===== src/rtl/pipe_ctrl_pkg.sv =====
// Shared types and limits for the pipeline stall/flush sequencing controller.
package pipe_ctrl_pkg;

  typedef enum logic [1:0] {
    RUN   = 2'd0,
    FLUSH = 2'd1,
    DRAIN = 2'd2
  } pctrl_state_t;

  localparam int PCTRL_MAX_DEPTH = 16;
  localparam int PCTRL_STAT_W    = 16;

endpackage


===== src/rtl/pipeline_stall_ctrl_if.sv =====
// Stream, stall and status signals between the controller and the pipeline/producer/consumer.
interface pipeline_stall_ctrl_if #(
  parameter int OCC_W  = 3,
  parameter int STAT_W = 16
);
  logic              up_valid;
  logic              up_ready;
  logic              dn_valid;
  logic              dn_ready;
  logic              ext_stall;
  logic              flush_req;
  logic              global_stall;
  logic              st0_valid;
  logic              st0_flush;
  logic              flush_busy;
  logic              flush_done;
  logic [OCC_W-1:0]  occupancy;
  logic [STAT_W-1:0] stall_cycles;
  logic              occ_err;

  modport master (
    input  up_valid, dn_valid, dn_ready, ext_stall, flush_req,
    output up_ready, global_stall, st0_valid, st0_flush, flush_busy,
           flush_done, occupancy, stall_cycles, occ_err
  );

  modport slave (
    output up_valid, dn_valid, dn_ready, ext_stall, flush_req,
    input  up_ready, global_stall, st0_valid, st0_flush, flush_busy,
           flush_done, occupancy, stall_cycles, occ_err
  );
endinterface


===== src/rtl/pipe_sat_counter.sv =====
// Up-counter with synchronous clear that sticks at all-ones instead of wrapping.
module pipe_sat_counter #(
  parameter int W = 16
) (
  input  logic         clk,
  input  logic         reset,
  input  logic         inc_i,
  input  logic         clr_i,
  output logic [W-1:0] cnt_o
);
  logic [W-1:0] cnt_q, cnt_d;

  always_comb begin
    cnt_d = cnt_q;
    if (clr_i)
      cnt_d = '0;
    else if (inc_i && (cnt_q != '1))
      cnt_d = cnt_q + 1'b1;
  end

  always_ff @(posedge clk or posedge reset) begin
    if (reset) cnt_q <= '0;
    else       cnt_q <= cnt_d;
  end

  assign cnt_o = cnt_q;
endmodule


===== src/rtl/pipeline_stall_ctrl.sv =====
// Global-stall chain controller: stream adaptation at both ends, flush sequencing,
// occupancy tracking and stall statistics.
//   state | meaning
//   RUN   | normal streaming, upstream accepted when not stalled
//   FLUSH | st0_flush held until an unstalled cycle injects the token
//   DRAIN | token travelling down the chain, upstream blocked
module pipeline_stall_ctrl
  import pipe_ctrl_pkg::*;
#(
  parameter int DEPTH  = 4,
  parameter int OCC_W  = $clog2(DEPTH + 1),
  parameter int STAT_W = PCTRL_STAT_W
) (
  input logic                   clk,
  input logic                   reset,
  pipeline_stall_ctrl_if.master bus
);
  localparam int               DRN_W    = $clog2(PCTRL_MAX_DEPTH);
  localparam logic [DRN_W-1:0] DRN_LOAD = DRN_W'(DEPTH - 1);
  localparam logic [OCC_W-1:0] OCC_MAX  = OCC_W'(DEPTH);

  pctrl_state_t      state_q, state_d;
  logic [DRN_W-1:0]  drain_q, drain_d;
  logic [OCC_W-1:0]  occ_q, occ_d;
  logic              err_q, err_d;
  logic              done_q, done_d;
  logic              stall, up_rdy, accept, exit_w, drain_end;
  logic [STAT_W-1:0] stall_cnt;

  assign stall     = bus.ext_stall | (bus.dn_valid & ~bus.dn_ready);
  assign up_rdy    = ~stall & (state_q == RUN);
  assign accept    = bus.up_valid & up_rdy;
  assign exit_w    = bus.dn_valid & bus.dn_ready;
  // Last unstalled DRAIN cycle: the token has left the final stage.
  assign drain_end = (state_q == DRAIN) & ~stall & (drain_q <= DRN_W'(1));

  always_comb begin
    state_d = state_q;
    drain_d = drain_q;
    case (state_q)
      RUN: begin
        if (bus.flush_req) state_d = FLUSH;
      end
      FLUSH: begin
        if (!stall) begin
          drain_d = DRN_LOAD;
          state_d = DRAIN;
        end
      end
      DRAIN: begin
        if (drain_end) begin
          drain_d = '0;
          state_d = RUN;
        end else if (!stall) begin
          drain_d = drain_q - 1'b1;
        end
      end
      default: state_d = RUN;
    endcase
  end

  always_comb begin
    occ_d  = occ_q;
    err_d  = err_q;
    done_d = drain_end;
    if (accept && !exit_w) begin
      if (occ_q == OCC_MAX) err_d = 1'b1;
      else                  occ_d = occ_q + 1'b1;
    end else if (exit_w && !accept) begin
      if (occ_q == '0) err_d = 1'b1;
      else             occ_d = occ_q - 1'b1;
    end
    if (drain_end) occ_d = '0;
  end

  always_ff @(posedge clk or posedge reset) begin
    if (reset) begin
      state_q <= RUN;
      drain_q <= '0;
      occ_q   <= '0;
      err_q   <= 1'b0;
      done_q  <= 1'b0;
    end else begin
      state_q <= state_d;
      drain_q <= drain_d;
      occ_q   <= occ_d;
      err_q   <= err_d;
      done_q  <= done_d;
    end
  end

  pipe_sat_counter #(.W(STAT_W)) u_stall_cnt (
    .clk   (clk),
    .reset (reset),
    .inc_i (stall),
    .clr_i (1'b0),
    .cnt_o (stall_cnt)
  );

  assign bus.global_stall = stall;
  assign bus.up_ready     = up_rdy;
  assign bus.st0_valid    = accept;
  assign bus.st0_flush    = (state_q == FLUSH);
  assign bus.flush_busy   = (state_q != RUN);
  assign bus.flush_done   = done_q;
  assign bus.occupancy    = occ_q;
  assign bus.stall_cycles = stall_cnt;
  assign bus.occ_err      = err_q;
endmodule


===== src/flat_wrapper.sv =====
// flat-port wrapper written by rule: the top's interface ports become plain ports
module pipeline_stall_ctrl_flat import pipe_ctrl_pkg::*;
#(
  parameter int DEPTH  = 4,
  parameter int OCC_W  = $clog2(DEPTH + 1),
  parameter int STAT_W = PCTRL_STAT_W
)
  (clk, reset, bus_up_valid, bus_dn_valid, bus_dn_ready, bus_ext_stall, bus_flush_req, bus_up_ready, bus_global_stall, bus_st0_valid, bus_st0_flush, bus_flush_busy, bus_flush_done, bus_occupancy, bus_stall_cycles, bus_occ_err);
  pipeline_stall_ctrl_if #(.OCC_W(OCC_W), .STAT_W(STAT_W)) bus_i ();
  input logic clk;
  input logic reset;
  input wire logic [$bits(bus_i.up_valid)-1:0] bus_up_valid;
  input wire logic [$bits(bus_i.dn_valid)-1:0] bus_dn_valid;
  input wire logic [$bits(bus_i.dn_ready)-1:0] bus_dn_ready;
  input wire logic [$bits(bus_i.ext_stall)-1:0] bus_ext_stall;
  input wire logic [$bits(bus_i.flush_req)-1:0] bus_flush_req;
  output wire logic [$bits(bus_i.up_ready)-1:0] bus_up_ready;
  output wire logic [$bits(bus_i.global_stall)-1:0] bus_global_stall;
  output wire logic [$bits(bus_i.st0_valid)-1:0] bus_st0_valid;
  output wire logic [$bits(bus_i.st0_flush)-1:0] bus_st0_flush;
  output wire logic [$bits(bus_i.flush_busy)-1:0] bus_flush_busy;
  output wire logic [$bits(bus_i.flush_done)-1:0] bus_flush_done;
  output wire logic [$bits(bus_i.occupancy)-1:0] bus_occupancy;
  output wire logic [$bits(bus_i.stall_cycles)-1:0] bus_stall_cycles;
  output wire logic [$bits(bus_i.occ_err)-1:0] bus_occ_err;
  assign bus_i.up_valid = bus_up_valid;
  assign bus_i.dn_valid = bus_dn_valid;
  assign bus_i.dn_ready = bus_dn_ready;
  assign bus_i.ext_stall = bus_ext_stall;
  assign bus_i.flush_req = bus_flush_req;
  assign bus_up_ready = bus_i.up_ready;
  assign bus_global_stall = bus_i.global_stall;
  assign bus_st0_valid = bus_i.st0_valid;
  assign bus_st0_flush = bus_i.st0_flush;
  assign bus_flush_busy = bus_i.flush_busy;
  assign bus_flush_done = bus_i.flush_done;
  assign bus_occupancy = bus_i.occupancy;
  assign bus_stall_cycles = bus_i.stall_cycles;
  assign bus_occ_err = bus_i.occ_err;
  pipeline_stall_ctrl #(.DEPTH(DEPTH), .OCC_W(OCC_W), .STAT_W(STAT_W)) u_core (.clk(clk), .reset(reset), .bus(bus_i));
endmodule

===== config.mk =====
export PLATFORM = sky130hd
export DESIGN_NAME = pipeline_stall_ctrl_flat
export DESIGN_NICKNAME = d
export VERILOG_FILES = /design/src/rtl/pipe_ctrl_pkg.sv /design/src/rtl/pipeline_stall_ctrl_if.sv /design/src/rtl/pipe_sat_counter.sv /design/src/rtl/pipeline_stall_ctrl.sv /design/src/flat_wrapper.sv
export SDC_FILE = /design/constraint.sdc
export NUM_CORES = 1
export LEC_CHECK = 0
export CORE_ASPECT_RATIO = 0.6
export CORE_UTILIZATION = 39
export CTS_CLUSTER_DIAMETER = 60
export CTS_CLUSTER_SIZE = 30
export DETAILED_ROUTE_END_ITERATION = 6
export PLACE_DENSITY = 0.78
export SETUP_SLACK_MARGIN = 0.3
export SYNTH_ARGS = -nofsm -noshare
export SYNTH_HDL_FRONTEND = slang
export SYNTH_SLANG_ARGS = --single-unit

===== constraint.sdc =====
create_clock -name clk -period 2 [get_ports clk]
set_clock_uncertainty 0.05 [all_clocks]
set_input_delay 0.3 -clock clk [delete_from_list [all_inputs] [get_ports clk]]
set_output_delay 0.3 -clock clk [all_outputs]
set_load 0.02 [all_outputs]

After elaboration in Yosys (flattened, before gate mapping):

Index checks and enable logic that the tools add are counted.

* bits in registers: 27
* input bits: 7
* output and inout port bits: 26
* logic and storage cells: 64

* $add $sub $neg: 4
* magnitude comparators: 1
* equality and inequality tests: 11
* muxes and demuxes: 17
* bitwise gates (word level): 9
* reductions and logical operators: 16

Operators by type and width (count)
* $add 16x1->16 const B: 1
* $ne 16x16->1 const B: 1
* $mux 3: 5
* $mux 4: 3
* $reduce_and 3->1: 4
* $pmux 4 s2: 1
* $reduce_bool 2->1: 4
* $and 1x1->1: 6
* $mux 2: 3
* $ne 2x2->1 const B: 3
* $ne 3x2->1 const B: 2
* $pmux 2 s3: 1
* $le 4x1->1 const B: 1
* $mux 1: 4
* $sub 4x1->4 const B: 1
* $add 3x1->3 const B: 1
* $eq 3x3->1 const B: 1
* $logic_and 1x1->1: 3
* $logic_not 3->1: 1
* $ne 3x1->1 const B: 1
* $reduce_bool 3->1: 1
* $sub 3x1->3 const B: 1
* $eq 2x1->1 const B: 1
* $eq 2x2->1 const B: 1
* 5 further kinds: 7

Depth between registers and ports, before layout:

* word-level depth: 11
* mapped depth: 13

Hierarchy:

From an unflattened synthesis, not the netlist that was laid out.

* cells, all modules: 183
* area total of the unflattened synthesis: 1657.8 sq um

By module, submodules not included
* pipe_sat_counter: times used 1, cells each 101, area each 932.1 sq um, sequential area each 400.4 sq um
* pipeline_stall_ctrl: times used 1, cells each 82, area each 725.7 sq um, sequential area each 275.3 sq um

Least setup slack after synthesis:

Ideal clock, no wire load.

* path type: input to register
* from: input port bus_dn_ready
* to: register u_core.occ_q[2] (netlist: u_core.bus.occupancy[2])
* library setup time: 0.133 ns
* arrival time: 2.932 ns
* data required time: 1.817 ns
* slack: -1.116 ns
* cell stages on the path: 13
* cell sequence: inv_1 > a21oi_1 > clkinv_1 > nor2_1 > nand2_1 > inv_1 > ha_1 > xnor2_1 > ha_1 > o21a_1 > o21ai_0 > xor2_1 > nor2_1

* word-level cells in the longest chain between the ends: 10

RTL lines
* from (decl): line flat_wrapper.sv:14 `input wire logic [$bits(bus_i.dn_ready)-1:0] bus_dn_ready;`
* $not 1->1 *: line pipeline_stall_ctrl.sv:30 `assign stall = bus.ext_stall | (bus.dn_valid & ~bus.dn_ready);`
* $and 1x1->1 *: line pipeline_stall_ctrl.sv:30
* $or 1x1->1 *: line pipeline_stall_ctrl.sv:30
* net bus_global_stall: line flat_wrapper.sv:18 `output wire logic [$bits(bus_i.global_stall)-1:0] bus_global_stall;`
* $not 1->1 *: line pipeline_stall_ctrl.sv:31 `assign up_rdy = ~stall & (state_q == RUN);`
* $and 1x1->1 *: line pipeline_stall_ctrl.sv:31
* net bus_up_ready: line flat_wrapper.sv:17 `output wire logic [$bits(bus_i.up_ready)-1:0] bus_up_ready;`
* $and 1x1->1 *: line pipeline_stall_ctrl.sv:32 `assign accept = bus.up_valid & up_rdy;`
* net bus_st0_valid: line flat_wrapper.sv:19 `output wire logic [$bits(bus_i.st0_valid)-1:0] bus_st0_valid;`
* $logic_not 1->1: line pipeline_stall_ctrl.sv:69 `end else if (exit_w && !accept) begin`
* $logic_and 1x1->1: line pipeline_stall_ctrl.sv:69
* $reduce_bool 3->1 (no source line)
* $reduce_and 3->1 (no source line)
* to (signal assigned): line pipeline_stall_ctrl.sv:80 `occ_q <= '0;`
* to (signal assigned): line pipeline_stall_ctrl.sv:86 `occ_q <= occ_d;`
* to (decl): line pipeline_stall_ctrl.sv:24 `logic [OCC_W-1:0] occ_q, occ_d;`

The timed path passes the listed nets; every way through them passes the cells marked *.
A chain may end at the register's enable or synchronous reset.

Worst setup path in the final report:

* from: register u_core.u_stall_cnt.cnt_q[1] (netlist: u_core.u_stall_cnt.cnt_o[1])
* to: register u_core.u_stall_cnt.cnt_q[14] (netlist: u_core.u_stall_cnt.cnt_o[14])

* word-level cells in the longest chain between the ends: 2

RTL lines
* from (decl): line pipe_sat_counter.sv:11 `logic [W-1:0] cnt_q, cnt_d;`
* from (signal assigned): line pipe_sat_counter.sv:23 `else cnt_q <= cnt_d;`
* parallel branches: the longest is 2 deep, another holds $add 16x1->16

Several ways; the timed one is not identified.

==> summary.md <==
| Metric | Value |
|---|---|
| Status | `finished, violations left` |
| Violated checks | `setup timing` |
| Crit Path Max Fanout | `3` |
| Setup_tns | `-0.119 ns` |
| Post-synthesis cell count | `150` |
| Post-Synth Adder-Cell Area | `about 6%` |
| Number of synthesized flops with an enable pin | `0` |
| Post-DP HPWL | `between 2 and 3 mm` |
| Hold Slack | `0.328 ns` |
| Critical path's slowest cell | `or4_4` |
| P_leak | `about 1.3 nW` |
| Cell taking the most area after synthesis | `dfrtp_1` |
| Mean post-synth cell area | `~10 um2` |
| # port buffers | `32` |
| Peak Freq | `about 480 MHz` |
| Crit-path max cell delay | `0.47 ns` |
| Yosys cell types | `35` |
| Clock buffer depth | `2` |
| Ports | `33` |
| Worst-Skew Late Latency | `approximately 0.28 ns` |
| Congestion Overflow GR | `0` |
| VDD IR max | `~0.63 mV` |
| Area contributors post-synth | `dfrtp_1 (46%), xor2_1 (8.4%), ha_1 (6.0%)` |
| Iter 0 DRT Violations | `77` |
| H-tree Lvls | `1` |
| Pwr Density | `about 1200 nW/um2` |
| Vias per inst | `approximately 5.3` |
| Mux cell area share after synthesis | `less than 1%` |
| GP Congestion | `approximately 0.83` |
| Total power | `~2.9 mW` |
| Die width | `between 80 and 90 um` |
| Crit path depth | `7` |
| Clock tree sinks | `27` |
| Fillers | `227` |
| Overall Global Routing Usage | `a little under a quarter` |
| Commonest non-fill, non-tap cell in the layout | `buf_4` |
| CP startpoint | `u_core.u_stall_cnt.cnt_o[1]` |
| TritonRoute pass-1 iters | `4` |
| Count of maximum capacitance violations | `0` |
| Total CTS buffers | `3` |
| Simple-gate share of the synthesized area | `between 10% and 20%` |
| Compound-gate portion of the synthesized area | `a little under an eighth` |
| Core ar. | `between 3000 and 4000 um2` |
| Vias in the first global route | `1401` |
| Largest net degree at the start of global routing | `28` |
| Reg2Reg Setup Slack | `-0.1 ns` |
| Post-Synthesis Cell Area | `between 1000 and 1500 um2` |
| Share of layout cells above drive strength 1 | `41.2%` |
| Worst Reg-to-Reg Cells | `7` |
| Critical path endpoint | `u_core.u_stall_cnt.cnt_o[14]` |
| Layout Cells excl Fill | `roughly 270` |
| Root Driver | `clkbuf_8` |
| Inst Count DP | `approximately 250` |
| Worst-path clk slew | `0.09 ns` |
| Row count | `16` |
| Antenna diodes | `0` |
| CP Data Required Time | `roughly 2.1 ns` |
| Pre-CTS setup slack | `-0.479 ns` |
| Synth top area share | `between 40% and 50%` |
| Crit Path Category | `flop to flop` |
| Initial core utilization | `42.9%` |
| Pins over their slew limit | `0` |
| Post-Syn Nets | `~160` |
| Async S/R FF share, synth | `100%` |
| Final setup fails | `2` |
| Main combinational cell family by area after synthesis | `simple AND/OR/NAND/NOR gates` |
| Critical-path cell list | `ha_4 > nand3_4 > or3_4 > buf_6 > or4_4 > nor2_4 > xor2_1` |
| Cts hold-fix bufs | `0` |
| R2r endpoint | `u_core.u_stall_cnt.cnt_o[14]` |
| Worst-Margin Slew | `about 0.51 ns` |
| Synth Warn # | `0` |
| Buffers and inverters on the worst path | `1` |
| DR vias | `1405` |
| Fin crit share | `105%` |
| CP Data Arrival Time | `around 2.2 ns` |
| RSZ-0062 raised after global routing | `true` |
| CTS tree | `done` |
| Final #Nets | `about 240` |
| Number of remaining DRC errors | `0` |
| CP delay by family, top | `simple AND/OR/NAND/NOR gates` |
| Global-route wire length before repair | `just under 7 mm` |
| Post-synthesis sequential area ratio | `46.0%` |
| Top FF cell, synth | `dfrtp_1` |
| Most frequent cells in the layout | `buf_4 (29), dfrtp_1 (25), dlygate4sd2_1 (16)` |
| Fin. Hold Viols | `0` |
| Final WL | `~4.7 mm` |
| Worst min-delay path class | `input pin to asynchronous set/reset pin` |
| WL/cell | `17.5 um` |
| Initial antenna violation count | `0` |
| Worst Setup End Kind | `flop` |
| Setup ws final | `-0.0974 ns` |
| Post-Synth XOR/XNOR Area | `between 10% and 20%` |
| CP startpoint kind | `flop` |
| Slew HR | `~66%` |
| Area Growth Syn to Fin | `69.3%` |
| Post-DRT Antenna Nets | `0` |
| Tmin final | `about 2.1 ns` |
| Die Footprint | `4020 um2` |
| FF+latch count, synth | `27` |
| Die height | `approximately 50 um` |
| Worst reg2reg path startpoint | `u_core.u_stall_cnt.cnt_o[1]` |
[state kept, by name, summed over array words and instances, names as in the netlist]
| name | flops |
|---|---|
| u_core.state_q | 2 |
| u_core.drain_q | 4 |
| u_core.u_stall_cnt.cnt_o | 16 |
| u_core.bus.occ_err | 1 |
| u_core.bus.flush_done | 1 |
| u_core.bus.occupancy | 3 |
[logic make-up after synthesis]
group	Yosys count
AND/OR/NAND/NOR	54
flip-flops	27
AO/OA/AOI/OAI	24
XOR/XNOR	19
buffers and inverters	18
adder cells (fa/ha/maj)	7
multiplexers	1
[stage by stage]
| step | util [%] | area [um2] |
|---|---|---|
| final | 72.6 | 2480 |
| after global placement | 63.0 | 2160 |
| after floorplan | - | 1620 |
| after global routing | 72.6 | 2480 |
| after detailed placement | 63.0 | 2160 |
| after CTS | 68.7 | 2350 |
[worst min-delay path: cells and delay by family]
family	cells	cell delay, ns
buffers and inverters	3	0.77
[cell usage after synthesis, drive strengths merged (3+ instances only)]
cell / number
xnor2: 5
nor3: 5
xor2: 14
inv: 14
nor4: 3
nand2: 13
o21ai: 5
dfrtp: 27
o211ai: 3
or4: 3
nand4: 3
ha: 7
a21oi: 6
nand3: 7
nor2: 15
[layer usage]
metal  part of all wire [%]  routed length, um  vias to the layer above  track usage, %
met4                    1.3                 61                        0            5.65
met3                    3.4                157                        7            4.07
li1                       -                  -                      658               -
met5                      0                  0                        -               0
met2                     50               2310                       41            41.2
met1                     46               2130                      699            28.8
[final cells by class]
cell class,instances,area (um2),share of cell area (%)
clock buffers,3,41.3,1.66
clock inverters,1,5.00,0.201
inverters,15,66.3,2.67
multi-input cells,105,1010,40.6
flip-flops and latches,27,678,27.3
well taps,45,56.3,2.27
repair buffers,70,628,25.3
[power breakdown]
part	switching (mW)	internal (mW)
Sequential	0.193	0.712
Clock	0.179	0.140
Combinational	0.872	0.780
[what timing repair did]
action	in CTS	in global routing
pin swaps	4	11
gates cloned	0	0
endpoints found under the hold margin	0	0
gates resized for setup	57	23
setup endpoints to repair	39	29
buffers inserted	5	9
[worst min-delay path by stage]
stage | cells after the start | slack, ns | end
3_5_place_dp | 1 | 0.44 | u_core.u_stall_cnt.cnt_o[13]
4_1_cts | 3 | 0.35 | u_core.bus.occ_err
3_3_place_gp | 2 | 0.42 | u_core.bus.occ_err
6_report | 3 | 0.33 | u_core.bus.occ_err
5_1_grt | 3 | 0.37 | u_core.drain_q[2]
2_1_floorplan | 1 | 0.30 | u_core.bus.flush_done
Note: power is estimated with default switching activity, not from simulation.
